--- src/rtl/phosphor_pkg.sv ---
// Shared types and helpers for the phosphor decay writer.
package phosphor_pkg;

  // Intensity width; has to match the line buffer data width.
  localparam int unsigned PIXEL_W = 8;

  // Startup sequencer states. The encoding is fixed so it can be matched against
  // other tools that inspect the state register.
  typedef enum logic [1:0] {
    StWaitFrame = 2'd0,
    StClear     = 2'd1,
    StRun       = 2'd2
  } state_e;

  // Unsigned add clamped to full scale.
  function automatic logic [PIXEL_W-1:0] sat_add(input logic [PIXEL_W-1:0] a,
                                                 input logic [PIXEL_W-1:0] b);
    logic [PIXEL_W:0] sum;
    sum = {1'b0, a} + {1'b0, b};
    return sum[PIXEL_W] ? {PIXEL_W{1'b1}} : sum[PIXEL_W-1:0];
  endfunction

  // Larger of two intensities.
  function automatic logic [PIXEL_W-1:0] max_px(input logic [PIXEL_W-1:0] a,
                                                input logic [PIXEL_W-1:0] b);
    return (a > b) ? a : b;
  endfunction

endpackage

--- src/rtl/phosphor_decay_alu.sv ---
// Combinational decay + hit merge datapath.
// Build option: PHOSPHOR_ADDITIVE_HIT_EN selects a saturating additive merge
// instead of the default max() merge.
module phosphor_decay_alu
  import phosphor_pkg::*;
#(
  parameter int unsigned DECAY_SHIFT = 3
) (
  input  logic [PIXEL_W-1:0] tap,
  input  logic               decay_frame,
  input  logic               hit_valid,
  input  logic [PIXEL_W-1:0] hit_intensity,
  output logic [PIXEL_W-1:0] result
);

  logic [PIXEL_W:0]   tap_w;
  logic [PIXEL_W:0]   step_w;
  logic [PIXEL_W:0]   decay_w;
  logic [PIXEL_W-1:0] d;

  // Decay by tap >> DECAY_SHIFT with a minimum step of one so dim pixels still fade out.
  always_comb begin
    tap_w  = {1'b0, tap};
    step_w = tap_w >> DECAY_SHIFT;
    if (step_w == '0) begin
      step_w = {{PIXEL_W{1'b0}}, 1'b1};
    end
    decay_w = tap_w;
    if (decay_frame && (tap != '0)) begin
      decay_w = tap_w - step_w;
    end
    // A borrow would show up in the extra bit; clamp it to black.
    d = decay_w[PIXEL_W] ? '0 : decay_w[PIXEL_W-1:0];
  end

  // Merge the beam hit into the decayed value.
  always_comb begin
    result = d;
    if (hit_valid) begin
`ifdef PHOSPHOR_ADDITIVE_HIT_EN
      result = sat_add(d, hit_intensity);
`else
      result = max_px(d, hit_intensity);
`endif
    end
  end

endmodule

--- src/rtl/phosphor_decay_writer.sv ---
// Write side of the one-line phosphor delay loop: decays the previous line's pixel,
// merges beam hits and feeds the result back to the buffer and the mixer.
// Fixed 2-clock latency. Build option: PHOSPHOR_ADDITIVE_HIT_EN (see phosphor_decay_alu).
module phosphor_decay_writer
  import phosphor_pkg::*;
#(
  parameter int unsigned DECAY_SHIFT  = 3,
  parameter int unsigned DECAY_PERIOD = 2   // 1..15
) (
  input  logic               clock,
  input  logic               reset_n,
  input  logic               frame_start,
  input  logic               active,
  input  logic [PIXEL_W-1:0] tap_in,
  input  logic               hit_valid,
  input  logic [PIXEL_W-1:0] hit_intensity,
  output logic [PIXEL_W-1:0] shiftin_out,
  output logic [PIXEL_W-1:0] pixel_out,
  output logic               pixel_out_valid
);

  state_e state_q, state_d;
  logic   run_mode;

  logic [3:0] fcnt_q, fcnt_d;

  // Stage 1 registers.
  logic [PIXEL_W-1:0] tap_q;
  logic               active_q;
  logic               hit_valid_q;
  logic [PIXEL_W-1:0] hit_int_q;
  logic               decay_frame_q;
  logic               run_q;

  // Stage 2 registers.
  logic [PIXEL_W-1:0] out_q, out_d;
  logic               valid_q;

  logic [PIXEL_W-1:0] alu_result;

  // Frame counter: advances modulo DECAY_PERIOD on each frame_start.
  always_comb begin
    fcnt_d = fcnt_q;
    if (frame_start) begin
      fcnt_d = (fcnt_q >= 4'(DECAY_PERIOD - 1)) ? 4'd0 : fcnt_q + 4'd1;
    end
  end

  // Frame counter register.
  always_ff @(posedge clock or negedge reset_n) begin
    if (!reset_n) begin
      fcnt_q <= 4'd0;
    end else begin
      fcnt_q <= fcnt_d;
    end
  end

  // Startup sequencer state register.
  always_ff @(posedge clock or negedge reset_n) begin
    if (!reset_n) begin
      state_q <= StWaitFrame;
    end else begin
      state_q <= state_d;
    end
  end

  // Startup sequencer next state: one full frame of clearing before normal running.
  always_comb begin
    state_d = state_q;
    unique case (state_q)
      StWaitFrame: if (frame_start) state_d = StClear;
      StClear:     if (frame_start) state_d = StRun;
      StRun:       state_d = StRun;
      default:     state_d = StWaitFrame;
    endcase
  end

  // Startup sequencer output: only RUN lets real data through.
  always_comb begin
    run_mode = (state_q == StRun);
  end

  // Stage 1: capture inputs together with the frame rule and mode that apply to them,
  // so a frame_start cycle still sees the previous frame's settings.
  always_ff @(posedge clock or negedge reset_n) begin
    if (!reset_n) begin
      tap_q         <= '0;
      active_q      <= 1'b0;
      hit_valid_q   <= 1'b0;
      hit_int_q     <= '0;
      decay_frame_q <= 1'b0;
      run_q         <= 1'b0;
    end else begin
      tap_q         <= tap_in;
      active_q      <= active;
      hit_valid_q   <= hit_valid;
      hit_int_q     <= hit_intensity;
      decay_frame_q <= (fcnt_q == 4'd0);
      run_q         <= run_mode;
    end
  end

  phosphor_decay_alu #(
    .DECAY_SHIFT (DECAY_SHIFT)
  ) u_alu (
    .tap           (tap_q),
    .decay_frame   (decay_frame_q),
    .hit_valid     (hit_valid_q),
    .hit_intensity (hit_int_q),
    .result        (alu_result)
  );

  // Blanked slots and the startup flush both write black into the buffer.
  always_comb begin
    out_d = (active_q && run_q) ? alu_result : '0;
  end

  // Stage 2 output register.
  always_ff @(posedge clock or negedge reset_n) begin
    if (!reset_n) begin
      out_q   <= '0;
      valid_q <= 1'b0;
    end else begin
      out_q   <= out_d;
      valid_q <= active_q;
    end
  end

  assign shiftin_out     = out_q;
  assign pixel_out       = out_q;
  assign pixel_out_valid = valid_q;

endmodule

--- config.mk ---
export PLATFORM = sky130hd
export DESIGN_NAME = phosphor_decay_writer
export DESIGN_NICKNAME = d
export VERILOG_FILES = /design/src/rtl/phosphor_pkg.sv /design/src/rtl/phosphor_decay_alu.sv /design/src/rtl/phosphor_decay_writer.sv
export SDC_FILE = /design/constraint.sdc
export NUM_CORES = 1
export LEC_CHECK = 0
export ABC_AREA = 1
export BUFFER_PORTS_ARGS = -buffer_cell sky130_fd_sc_hd__clkbuf_2
export CAP_MARGIN = 20
export CORE_MARGIN = 10
export CORE_UTILIZATION = 52
export CTS_BUF_LIST = sky130_fd_sc_hd__clkbuf_4 sky130_fd_sc_hd__clkbuf_8
export CTS_CLUSTER_SIZE = 24
export DETAILED_ROUTE_END_ITERATION = 8
export GPL_ROUTABILITY_DRIVEN = 0
export PLACE_DENSITY = 0.91
export RECOVER_POWER = 25
export SYNTH_ARGS = -nofsm -noshare
export SYNTH_HDL_FRONTEND = slang
export SYNTH_SLANG_ARGS = --single-unit
--- constraint.sdc ---
create_clock -name clock -period 2.7 [get_ports clock]
set_input_delay 0.27 -clock clock [delete_from_list [all_inputs] [get_ports clock]]
set_output_delay 0.27 -clock clock [all_outputs]
set_load 0.02 [all_outputs]
* Yosys cells after proc, flatten, opt, wreduce, memory -nomap -nowiden
Cells that the tools add are included.
** Operators by class
- $add $sub $neg :: 2
- Reductions and logical operators :: 7
- Equal/unequal tests :: 4
- $lt $le $gt $ge :: 2
- Multiplexer cells :: 10
** Operators by type and width (count)
- two-way mux 8 bit :: 4
- logical NOT 9 bit :: 1
- two-way mux 9 bit :: 1
- subtractor 8 x 9 -> 9 bit :: 1
- greater-than comparator 8 bit :: 1
- nonzero test 8 bit :: 1
- case mux 2 bit (3 select lines) :: 1
- two-way mux 5 bit :: 1
- adder 4 x 1 -> 4 bit (second input constant) :: 1
- >= comparator 4 x 1 -> 1 bit (second input constant) :: 1
- logical NOT 4 bit :: 1
- two-way mux 2 bit :: 2
- two-way mux 4 bit :: 1
- != test 2 bit (second input constant) :: 2
- == test 2 x 1 -> 1 bit (second input constant) :: 1
- == test 2 bit (second input constant) :: 1
- logical AND 1 bit :: 2
- logical NOT 2 bit :: 1
- AND reduction 2 bit :: 1
** Word-level totals
- Output and inout bits :: 17
- Bits in registers :: 35
- Word-level logic and storage cells :: 35

* Logic depth before layout (Yosys ltp)
- Depth after elaboration :: 9
- Mapped depth :: 26
- Mapped depth without buffers :: 26

* Modules after synthesis
Synthesis repeated with hierarchy kept, for this count alone.
** Unflattened totals
- Cell total of the unflattened synthesis :: 246
- Area total of the unflattened synthesis :: 2038.2 um^2
** Modules (own cells, without submodules)
- phosphor_decay_writer :: cells each 103, instances 1, sequential area each 875.8 um^2, area an instance 1246.2 um^2
- phosphor_decay_alu :: cells each 143, instances 1, sequential area each 0.0 um^2, area an instance 792.0 um^2

* Least setup slack after synthesis
OpenSTA, ideal clock, no wires.
- Kind :: reg2reg
- Start :: register tap_q[7]
- End :: register out_q[0] (netlist: pixel_out[0])
- Slack :: -254 ps
- Setup time :: 114 ps
- Cell stages (with the launch flop) :: 25
- Data required time :: 2586 ps
- Arrival time :: 2840 ps
- Cells stage by stage :: dfrtp_1 nor2_2 nand2_4 nand2_1 ha_1 inv_1 fa_1 nand2_1 nand3b_1 nand3_1 nand3b_4 nand3_1 inv_1 ha_1 nand2_1 inv_1 nand2_1 nand2_1 nand2_1 nand2_1 nand2_2 nand2_1 inv_1 nor2_2 nor2_2
** On the way
- Word-level cells in the longest chain between the ends :: 9
** Ends and longest elaborated chain
- start: declaration :: RTL line phosphor_decay_writer.sv:28 : logic [PIXEL_W-1:0] tap_q;
- start signal: assignment :: RTL line phosphor_decay_writer.sv:94 : tap_q <= tap_in;
- logical NOT 9 bit :: RTL line phosphor_decay_alu.sv:25 : if (step_w == '0) begin
- two-way mux 5 bit :: RTL line phosphor_decay_alu.sv:25
- subtractor 8 x 9 -> 9 bit :: RTL line phosphor_decay_alu.sv:30 : decay_w = tap_w - step_w;
- two-way mux 9 bit * :: RTL line phosphor_decay_alu.sv:29 : if (decay_frame && (tap != '0)) begin
- two-way mux 8 bit * :: RTL line phosphor_decay_alu.sv:33 : d = decay_w[PIXEL_W] ? '0 : decay_w[PIXEL_W-1:0];
- greater-than comparator 8 bit :: RTL line phosphor_pkg.sv:26 : return (a > b) ? a : b;
- two-way mux 8 bit :: RTL line phosphor_pkg.sv:26
- two-way mux 8 bit * :: RTL line phosphor_decay_alu.sv:39 : if (hit_valid) begin
- two-way mux 8 bit * :: RTL line phosphor_decay_writer.sv:115 : out_d = (active_q && run_q) ? alu_result : '0;
- net out_d[0] :: RTL line phosphor_decay_writer.sv:36 : logic [PIXEL_W-1:0] out_q, out_d;
- end signal: assignment :: RTL line phosphor_decay_writer.sv:124 : out_q <= out_d;
- end: declaration :: RTL line phosphor_decay_writer.sv:36
Mark *: on every way through the listed nets, which the timed path passes. The rest lies on a longest branch.
A chain may end at the register's enable or synchronous reset.

* Worst setup path in the final report
- Start :: register tap_q[5]
- End :: register out_q[1] (netlist: pixel_out[1])
The elaborated chain is that of the path after synthesis.

==> results.md <==
- Vias after detailed routing: 1794
- RSZ-0062 raised after global routing: yes
- Period utilization: 121%
- Final number of max-transition violations: 0
- Reg2Reg Depth: 24
- Worst r2r src: tap_q[5]$_DFF_PN0_
- Largest net degree at the start of global routing: 36
- Clock Tree Root: clkbuf_8
- Fin nets: 335
- DRC Markers: 0
- Die area: 6780 um2
- Leakage Power: 1.44 nW
- Crit Path Class: register to register
- Violated checks: setup timing
- ANT cells: 0
- Peak supply drop: 0.509 mV
- DR vias/cell: 5.25
- Synthesized area per cell: 8.60 um2
- Crit start category: register
- Fmax: 305 MHz
- Clock Path Buffers: 2
- Post-route cell area: 2680 um2
- Placed inst area: 2370 um2
- Routed length per instance: 15.5 um
- Yosys reg bits: 35
- Post-Place Cells: 330
- Rel. slew slack: 45.1%
- Gr usage total: 15.8%
- Routed wl met2: 2610 um
- Final total power: 2.02 mW
- IO Port Bufs: 37
- Total grt overflow: 0
- DR WL met3: 507 um
- # IOs: 38
- Slew @ Worst Pin: 0.823 ns
- Area contributors post-synth: dfrtp_1 43%, ha_1 12%, nand2_1 9.1%
- Finished Layout Cells: 342
- Worst hold path type: primary input to asynchronous set/reset pin
- H-tree levels: 2
- Fill cells: 267
- WP data required: 2.93 ns
- Clock Sinks: 35
- Cells after Synth: 235
- MaxCap Viol Count: 0
- Routed Antenna Nets: 0
- # hold bufs at CTS: 0
- Latest clock arrival within the worst-skew pair: 0.30 ns
- Die height: 82.3 um
- WL final: 5300 um
- Final worst clock skew: 0.00668 ns
- Layout cells sized above 1: 40.8%
- Worst R2R End: pixel_out[1]$_DFF_PN0_
- Final Hold Vio Count: 0
- Syn nets: 277
- Top layer in use: met4
- Yosys cell types: 26
- Initial antenna violation count: 0
- Crit path capture type: register
- DP HPWL: 3410 um
- Final setup viols: 8
- Synth Cell Area: 2020 um2
- Yosys warnings: 0
- CORE AREA: 3720 um2
- Seq/Total Area, Yosys: 43.3%
- CP Max Fanout: 6
- Multi-input logic area: 1110 um2
- Rows: 22
- Cell area power density: 755 nW/um2
- CTS Buf Count: 5
- Initial core utilization: 54.4%
- First-pass GRT wire length: 8180 um
- WL met1: 2070 um
- Final Core Density: 72.2%
- CTS clk-pin slew, worst paths: 0.08 ns
- DRT Pass-1 Iters: 4
- Reg area: 876 um2
- Critical path arrival: 3.50 ns
- CTS tree: built
- Die Width: 82.3 um
- Synth-to-Final Area Change: 32.8%
- R2r setup slk: -0.58 ns
- Area leader, netlist: dfrtp_1
- Hold Slack: 0.0553 ns
- Final WS setup: -0.577 ns
- Min Tclk post-route: 3.28 ns
- Result of the run: finished with violations
- Share of the synthesized area in the top cell type: 43.3%
- Vias in the first global route: 1760
- Initial DRC Count: 259
## layer usage
metal / up-vias / global-route usage [%]
li1: 837 / -
met1: 854 / 18.5
met2: 94 / 26.0
met3: 9 / 5.29
met4: 0 / 6.29
met5: - / 0
## cell usage after synthesis (all sizes together)
cell type / instances
ha: 20
dfrtp: 35
nand3: 19
nand2: 53
nand4: 4
a21oi: 8
nand3b: 3
a21o: 1
o22ai: 1
o21ai: 9
xor2: 2
nor2: 24
fa: 1
clkbuf: 1
buf: 9
inv: 45
## how the worst max path moves through the flow
stage | startpoint | end | slack, ns | cells past startpoint
2_1_floorplan | tap_q[6]$_DFF_PN0_ | pixel_out[0]$_DFF_PN0_ | -0.09 | 22
3_3_place_gp | tap_q[6]$_DFF_PN0_ | pixel_out[0]$_DFF_PN0_ | -0.18 | 22
3_5_place_dp | tap_q[4]$_DFF_PN0_ | pixel_out[0]$_DFF_PN0_ | -0.30 | 24
4_1_cts | tap_q[4]$_DFF_PN0_ | pixel_out[1]$_DFF_PN0_ | -0.31 | 24
5_1_grt | tap_q[5]$_DFF_PN0_ | pixel_out[1]$_DFF_PN0_ | -0.69 | 24
6_report | tap_q[5]$_DFF_PN0_ | pixel_out[1]$_DFF_PN0_ | -0.58 | 24
## critical path, stage by stage (launching register included)
cell	delay, ns
dfrtp_1	0.41
nor2_2	0.17
nand2_4	0.07
nand2_4	0.07
ha_4	0.13
inv_4	0.04
fa_2	0.39
nand2_2	0.09
nand3b_1	0.17
buf_6	0.18
nand2_1	0.05
nand2_1	0.05
nand2_1	0.05
nand2_1	0.07
nand3_2	0.10
inv_1	0.07
ha_4	0.27
nand2_2	0.05
nor2_4	0.08
nand4_1	0.20
nand2_4	0.18
nand2_4	0.09
inv_4	0.09
nor2_1	0.05
nor2_1	0.08
## registers in the layout, indices dropped and copies added, names as in the netlist
| signal | flops |
|---|---|
| decay_frame_q | 1 |
| state_q | 2 |
| pixel_out | 8 |
| hit_int_q | 8 |
| pixel_out_valid | 1 |
| fcnt_q | 4 |
| active_q | 1 |
| run_q | 1 |
| tap_q | 8 |
| hit_valid_q | 1 |
## logic make-up (layout without fill, tap and decap cells)
group | Yosys count | after routing | share of synthesized area, %
AOI/OAI and AO/OA | 19 | 19 | 5.08
xor gates and xnor gates | 2 | 2 | 0.867
adders and majority gates | 21 | 21 | 13.4
buffers and inverters | 55 | 113 | 12.3
DFF | 35 | 35 | 43.3
and+or+nand+nor | 103 | 104 | 25.1
## power by group
group / internal (mW) / switching, mW / total, mW
Clock: 0.184 / 0.205 / 0.389
Combinational: 0.396 / 0.592 / 0.988
Sequential: 0.601 / 0.0455 / 0.647
Total: 1.18 / 0.843 / 2.02
## layout make-up
cell class	instances	area share (%)
multi-input combinational	146	41.6
clock buffer	5	2.57
clock inverter	3	0.886
inverter	45	6.58
tap	48	2.24
timing repair buffer	60	13.5
sequential	35	32.6
## cells in the final DEF, fill, tap and decap left out, types with 8 or more instances in the layout
cell type	n
inv_2	8
dfrtp_1	35
nand3_1	12
nand2_1	43
clkbuf_2	35
nor2_1	11
inv_1	34
ha_1	12
buf_4	21
ha_4	8
## what timing repair did
| action | 4_1_cts | 5_1_grt |
|---|---|---|
| setup endpoints to repair | 8 | 8 |
| setup buffers | 1 | 2 |
| cloned | 1 | 0 |
| gates resized for setup | 18 | 24 |
| pin swaps | 5 | 20 |
## through the flow
step                setup TNS [ns]  setup slack (ns)
floorplan                   -0.415           -0.0850
global placement             -1.19            -0.177
detailed placement           -2.26            -0.305
CTS                          -2.22            -0.310
global route                 -5.26            -0.688
finish                       -4.36            -0.577
Note: power is estimated with default switching activity, not from simulation.
